File: src/rtl/icache_refill_arbiter_pkg.sv
// icache_refill_arbiter_pkg: shared state encoding, widths and helpers for the refill arbiter
package icache_refill_arbiter_pkg;
  typedef enum logic [1:0] {S_IDLE, S_FETCH, S_RESP, S_HOLD} state_t;
  localparam int WORD_BITS = 32;
  localparam int DEF_NUM_BLOCKS = 4;
  localparam int LINE_OFFSET_BITS = $clog2(DEF_NUM_BLOCKS) + 2;
  localparam int BEAT_BITS = $clog2(DEF_NUM_BLOCKS);
  function automatic int line_offset_bits(input int nb);
    return $clog2(nb) + 2;
  endfunction
  function automatic int beat_bits(input int nb);
    return $clog2(nb);
  endfunction
  function automatic int rr_idx(input int ptr, input int i, input int n);
    return (ptr + i) % n;
  endfunction
endpackage

File: src/rtl/icache_refill_arbiter_rr_arbiter.sv
// rr_arbiter: combinational round-robin pick, first valid requester at or after the pointer
module rr_arbiter
  import icache_refill_arbiter_pkg::*;
#(
  parameter int NUM_REQ = 2,
  localparam int PW = $clog2(NUM_REQ)
) (
  input  logic [NUM_REQ-1:0] i_req,
  input  logic [PW-1:0]      i_ptr,
  output logic [NUM_REQ-1:0] o_grant,
  output logic [PW-1:0]      o_idx
);
  logic w_found;
  always_comb begin
    o_grant = '0;
    o_idx = '0;
    w_found = 1'b0;
    for (int i = 0; i < NUM_REQ; i++) begin
      if (!w_found && i_req[rr_idx(int'(i_ptr), i, NUM_REQ)]) begin
        w_found = 1'b1;
        o_grant[rr_idx(int'(i_ptr), i, NUM_REQ)] = 1'b1;
        o_idx = PW'(rr_idx(int'(i_ptr), i, NUM_REQ));
      end
    end
  end
endmodule

File: src/rtl/icache_refill_arbiter.sv
// icache_refill_arbiter: round-robin sharing of one 32-bit read port between wide-line refill clients
module icache_refill_arbiter
  import icache_refill_arbiter_pkg::*;
#(
  parameter int NUM_REQ = 2,
  parameter int NUM_BLOCKS = 4,
  parameter int BLOCK_SIZE = 4
) (
  input  logic                            clk,
  input  logic                            resetn,
  input  logic [NUM_REQ-1:0]              req_valid,
  input  logic [32*NUM_REQ-1:0]           req_addr,
  output logic [NUM_REQ-1:0]              req_ready,
  output logic [32*NUM_BLOCKS-1:0]        req_rdata,
  output logic                            mem_valid,
  input  logic                            mem_ready,
  output logic [31:0]                     mem_addr,
  input  logic [31:0]                     mem_rdata,
  output logic                            busy
);
  localparam int PW = $clog2(NUM_REQ);
  localparam int BW = beat_bits(NUM_BLOCKS);
  localparam int LW = WORD_BITS * NUM_BLOCKS;
  localparam logic [31:0] BASE_MASK = ~((32'd1 << line_offset_bits(NUM_BLOCKS)) - 32'd1);

  if (BLOCK_SIZE != 4 || NUM_REQ < 2 || NUM_REQ > 8 || NUM_BLOCKS < 2 ||
      (NUM_BLOCKS & (NUM_BLOCKS - 1)) != 0) begin : g_bad_params
    $error("icache_refill_arbiter: unsupported parameter combination");
  end

  state_t               r_state;
  logic [PW-1:0]        r_ptr;
  logic [NUM_REQ-1:0]   r_gnt;
  logic [BW-1:0]        r_beat;
  logic [LW-1:0]        r_line;
  logic                 r_abort;
  logic                 r_mem_valid;
  logic [31:0]          r_mem_addr;
  logic [NUM_REQ-1:0]   r_ready;
  logic [LW-1:0]        r_rdata;
  logic                 r_busy;
  logic [NUM_REQ-1:0]   w_grant;
  logic [PW-1:0]        w_gidx;
  logic                 w_abort;
  logic                 w_last;
  logic [LW-1:0]        w_line;

  rr_arbiter #(.NUM_REQ(NUM_REQ)) u_rr (
    .i_req(req_valid),
    .i_ptr(r_ptr),
    .o_grant(w_grant),
    .o_idx(w_gidx)
  );

  // abandonment is sticky so a late re-assert cannot resurrect a withdrawn line
  assign w_abort = r_abort | ~|(req_valid & r_gnt);
  assign w_last = r_beat == BW'(NUM_BLOCKS - 1);
  always_comb begin
    w_line = r_line;
    w_line[WORD_BITS*r_beat +: WORD_BITS] = mem_rdata;
  end

  always_ff @(posedge clk or negedge resetn) begin
    if (!resetn) begin
      r_state <= S_IDLE;
      r_ptr <= '0;
      r_gnt <= '0;
      r_beat <= '0;
      r_line <= '0;
      r_abort <= 1'b0;
      r_mem_valid <= 1'b0;
      r_mem_addr <= '0;
      r_ready <= '0;
      r_rdata <= '0;
      r_busy <= 1'b0;
    end else begin
      case (r_state)
        S_IDLE: if (|req_valid) begin
          r_gnt <= w_grant;
          r_ptr <= (w_gidx == PW'(NUM_REQ - 1)) ? '0 : w_gidx + 1'b1;
          r_mem_addr <= req_addr[WORD_BITS*w_gidx +: WORD_BITS] & BASE_MASK;
          r_mem_valid <= 1'b1;
          r_beat <= '0;
          r_abort <= 1'b0;
          r_busy <= 1'b1;
          r_state <= S_FETCH;
        end
        S_FETCH: begin
          r_abort <= w_abort;
          if (mem_ready) begin
            r_line <= w_line;
            if (w_abort || w_last) begin
              r_mem_valid <= 1'b0;
              r_state <= w_abort ? S_HOLD : S_RESP;
              if (!w_abort) begin
                r_rdata <= w_line;
                r_ready <= r_gnt;
              end
            end else begin
              r_beat <= r_beat + 1'b1;
              r_mem_addr <= r_mem_addr + 32'd4;
            end
          end
        end
        S_RESP: begin
          r_ready <= '0;
          r_state <= S_HOLD;
        end
        S_HOLD: begin
          r_busy <= 1'b0;
          r_state <= S_IDLE;
        end
      endcase
    end
  end

  assign req_ready = r_ready;
  assign req_rdata = r_rdata;
  assign mem_valid = r_mem_valid;
  assign mem_addr = r_mem_addr;
  assign busy = r_busy;
endmodule
File: config.mk
export PLATFORM = sky130hd
export DESIGN_NAME = icache_refill_arbiter
export DESIGN_NICKNAME = d
export VERILOG_FILES = /design/src/rtl/icache_refill_arbiter_pkg.sv /design/src/rtl/icache_refill_arbiter_rr_arbiter.sv /design/src/rtl/icache_refill_arbiter.sv
export SDC_FILE = /design/constraint.sdc
export NUM_CORES = 1
export LEC_CHECK = 0
export ABC_AREA = 1
export BUFFER_PORTS_ARGS = -buffer_cell sky130_fd_sc_hd__buf_2
export CAP_MARGIN = 10
export CORE_UTILIZATION = 51
export CTS_BUF_LIST = sky130_fd_sc_hd__clkbuf_16
export CTS_CLUSTER_DIAMETER = 150
export DETAILED_ROUTE_END_ITERATION = 6
export PLACE_DENSITY_LB_ADDON = 0.2
export SYNTH_ARGS = -nofsm -noshare
export SYNTH_HDL_FRONTEND = slang
export SYNTH_SLANG_ARGS = --single-unit
File: constraint.sdc
create_clock -name clk -period 2.1 [get_ports clk]
set_clock_uncertainty 0.15 [all_clocks]
set_input_delay 0.105 -clock clk [delete_from_list [all_inputs] [get_ports clk]]
set_output_delay 0.105 -clock clk [all_outputs]
set_load 0.05 [all_outputs]
==> summary.md <==
| Metric | Value |
|---|---|
| Cell row count | 60 |
| Headroom to the max-slew limit | 0.6257 |
| DRC | 0 |
| Worst-skew pair later-pin latency | 0.56 ns |
| Max Freq | 0.4854 GHz |
| Crit path cell chain | inv_2 -> ha_2 -> nand2_2 -> nor3_4 -> buf_12 -> buf_12 -> mux2_2 |
| CTS tree | yes |
| Vias per cell | 5.282 |
| First-pass DRT Iterations | 5 |
| Pwr dens | 1331 mW/mm^2 |
| CP delay by family, top | buffers and inverters |
| Core ar. | 0.02718 mm^2 |
| Initial DRC count | 916 |
| Die ar. | 0.02866 mm^2 |
| Share of layout cells above drive strength 1 | 0.2423 |
| CP peak stage delay | 0.39 ns |
| Post-layout minimum cycle time | 2.060 ns |
| Worst vdd ir | 766.5 uV |
| Distinct cells, synth | 31 |
| Worst setup EP type | flip-flop |
| Nets | 2110 |
| CP arrival | 2.36 ns |
| Outcome | completed |
| Initial antenna violation count | 1 |
| Slowest cell on crit path | dfrtp_1 |
| Number of port buffers | 254 |
| Drt wl/cell | 16.95 um |
| Power, Total | 24700 uW |
| Static leakage | 0.009226 uW |
| Clock sink count | 298 |
| Gpl congestion | 0.8944 |
| Boundary Pins | 265 |
| DR vias | 12651 |
| Final period utilization | 0.9811 |
| Post-synthesis sequential area ratio | 0.5225 |
| DRT Wirelength | 40600 um |
| Max-Cap Viols | 0 |
| DRT antenna net count | 0 |
| Pin count of the biggest net entering global routing | 77 |
| Setup CP Type | flip-flop to flip-flop |
| Clk slew on worst S/H paths | 0.07 ns |
| Max Slew Vio Count | 0 |
| Gate Count Post-Synth | 1641 |
| Mean Syn Cell Area | 8.697 um^2 |
| GRT Overall Usage | 0.2812 |
| DP Area | 0.01632 mm^2 |
| Dpl hpwl | 26800 um |
| Yosys warns | 0 |
| Worst Tran Pin Value | 0.5609 ns |
| Initial Utilization | 0.5251 |
| CP max FO | 26 |
| DP Cell Count | 2239 |
| Remaining global-route overflow | 0 |
| H-tree Lvls | 1 |
| Max Root-Sink Buffers | 3 |
| Setup violators final | 0 |
| Critical path required time | 2.40 ns |
| Cell Count, Final, Fillers Out | 2395 |
| Die Span X | 169.3 um |
| Num CTS Buffers | 31 |
| Synth Cell Area | 0.01427 mm^2 |
| Root Buffer | clkbuf_16 |
| First-pass GRT wire length | 64180 um |
| Die Ht | 169.3 um |
| Hold WC Path Type | input pin to flip-flop |
| Design Area, Final | 0.01855 mm^2 |
| CP most frequent cell | buf_12 |
| Vias in the first global route | 12432 |
| Startpoint Class | flip-flop |
| #FFs+latches synth | 298 |
| Synthesis-to-layout area growth | 29.99% |
| Hold_ws | 0.3110 ns |
| Worst path buffer plus inverter count | 3 |
| Final hold viol count | 0 |
-- tightest hold or removal path, stage by stage --
cell and delay [ns]:
dlygate4sd3_1 0.54, buf_2 0.11, o21bai_1 0.08, nand2_1 0.06, nand2_1 0.04, nand2_1 0.05
-- state kept, by name, summed over array words and instances, names as in the netlist --
| signal | flops |
|---|---|
| busy | 1 |
| req_rdata | 128 |
| mem_valid | 1 |
| r_abort | 1 |
| r_beat | 2 |
| r_state | 2 |
| r_ptr | 1 |
| r_gnt | 2 |
| r_line | 128 |
| mem_addr | 30 |
| req_ready | 2 |
-- power by group --
| group | total, uW | internal [uW] | leakage [uW] | switching (uW) |
|---|---|---|---|---|
| clock network | 6060 | 3680 | 0.000552 | 2380 |
| logic | 10500 | 3220 | 0.00485 | 7250 |
| registers | 8170 | 7320 | 0.00382 | 853 |
-- kinds of logic after synthesis --
family | synth area share
XOR/XNOR | 0.0006138
adder cells (fa/ha/maj) | 0.01052
buffers and inverters | 0.1008
multiplexers | 0.07575
AND/OR/NAND/NOR | 0.1388
AO/OA/AOI/OAI | 0.1507
flip-flops | 0.5225
other | 0.0002628
-- area by class of cell --
cell class	instances	area (um^2)
Antenna cell	1	2.502
Multi-Input combinational cell	987	5461
Fill cell	2149	8625
Clock inverter	27	352.8
Tap cell	372	465.4
Timing Repair Buffer	425	3074
Inverter	254	960.9
Sequential cell	298	7458
Clock buffer	31	775.7
-- metrics by stage --
step / worst slack, ns / setup TNS [ns] / util
after global placement: 0.05672 / 0 / 0.6006
final: 0.03974 / 0 / 0.6826
after floorplan: -0.003962 / -0.1723 / -
after global routing: -0.02972 / -0.5514 / 0.6826
after detailed placement: 0.01921 / 0 / 0.6006
after CTS: -0.006960 / -0.01318 / 0.6768
-- placed cells by master (no fill, tap or decap), types with 13 or more instances in the layout --
| cell type | n |
|---|---|
| a21oi_1 | 16 |
| buf_12 | 15 |
| buf_2 | 253 |
| buf_4 | 55 |
| clkbuf_16 | 33 |
| dfrtp_1 | 297 |
| dlygate4sd3_1 | 94 |
| inv_1 | 251 |
| mux2_1 | 13 |
| mux2_2 | 83 |
| nand2_1 | 312 |
| nand3_1 | 66 |
| nor2_1 | 108 |
| o21ai_0 | 212 |
| o22ai_1 | 107 |
| o32ai_1 | 24 |
-- cells in the mapped netlist --
cell type  instances  area share
nand3b_1           1     0.00053
clkbuf_1          58       0.015
nand2_1          315       0.083
nand3_1           66       0.023
a21boi_0           1     0.00053
o21ai_1            8      0.0028
dfrtp_1          298        0.52
nor3_1             1     0.00035
nor3b_1            1     0.00053
conb_1             1     0.00026
and2_1             2     0.00088
buf_4              6      0.0032
buf_1              5      0.0013
mux2_1            13       0.010
buf_2             28      0.0098
o21bai_1           1     0.00053
nand4_1            1     0.00044
o21ai_0          213       0.075
clkbuf_2           1     0.00035
nand3_2            1     0.00070
o22ai_1          107       0.047
inv_1            253       0.067
nor3_2             1     0.00070
nor2_1           109       0.029
xnor2_1            1     0.00061
ha_1              12       0.011
inv_4              1     0.00044
mux2_2            83       0.065
a21oi_1           16      0.0056
o32ai_1           32       0.020
buf_6              5      0.0039
-- worst paths after layout --
| path | slack [ns] | cells after the start | endpoint | start |
|---|---|---|---|---|
| setup / recovery | 0.04 | 7 | req_rdata[123] | r_state[1] |
| hold / removal | 0.31 | 6 | mem_addr[11] | req_addr[11] |
| setup reg to reg | 0.04 | 7 | req_rdata[123] | r_state[1] |
| hold reg to reg | 0.34 | 1 | req_rdata[125] | req_rdata[125] |
| max in group asynchronous | 0.51 | 4 | req_rdata[41] | resetn |
| min in group asynchronous | 0.46 | 3 | mem_addr[7] | resetn |
-- per-layer routing --
layer | global-route usage | share of wire
met1 | 0.3621 | 0.42
met2 | 0.4865 | 0.49
met3 | 0.05317 | 0.069
met4 | 0.07442 | 0.023
met5 | 0 | 0
-- timing repair --
item                                    in CTS  in global routing
hold endpoints to repair                   536                  0
resized for setup                            0                 21
endpoints found under the setup margin       3                200
hold buffers                                94                  0
cloned                                       0                  2
pin swaps                                    1                  1
buffers inserted                             0                  1
Note: power is estimated with default switching activity, not from simulation.
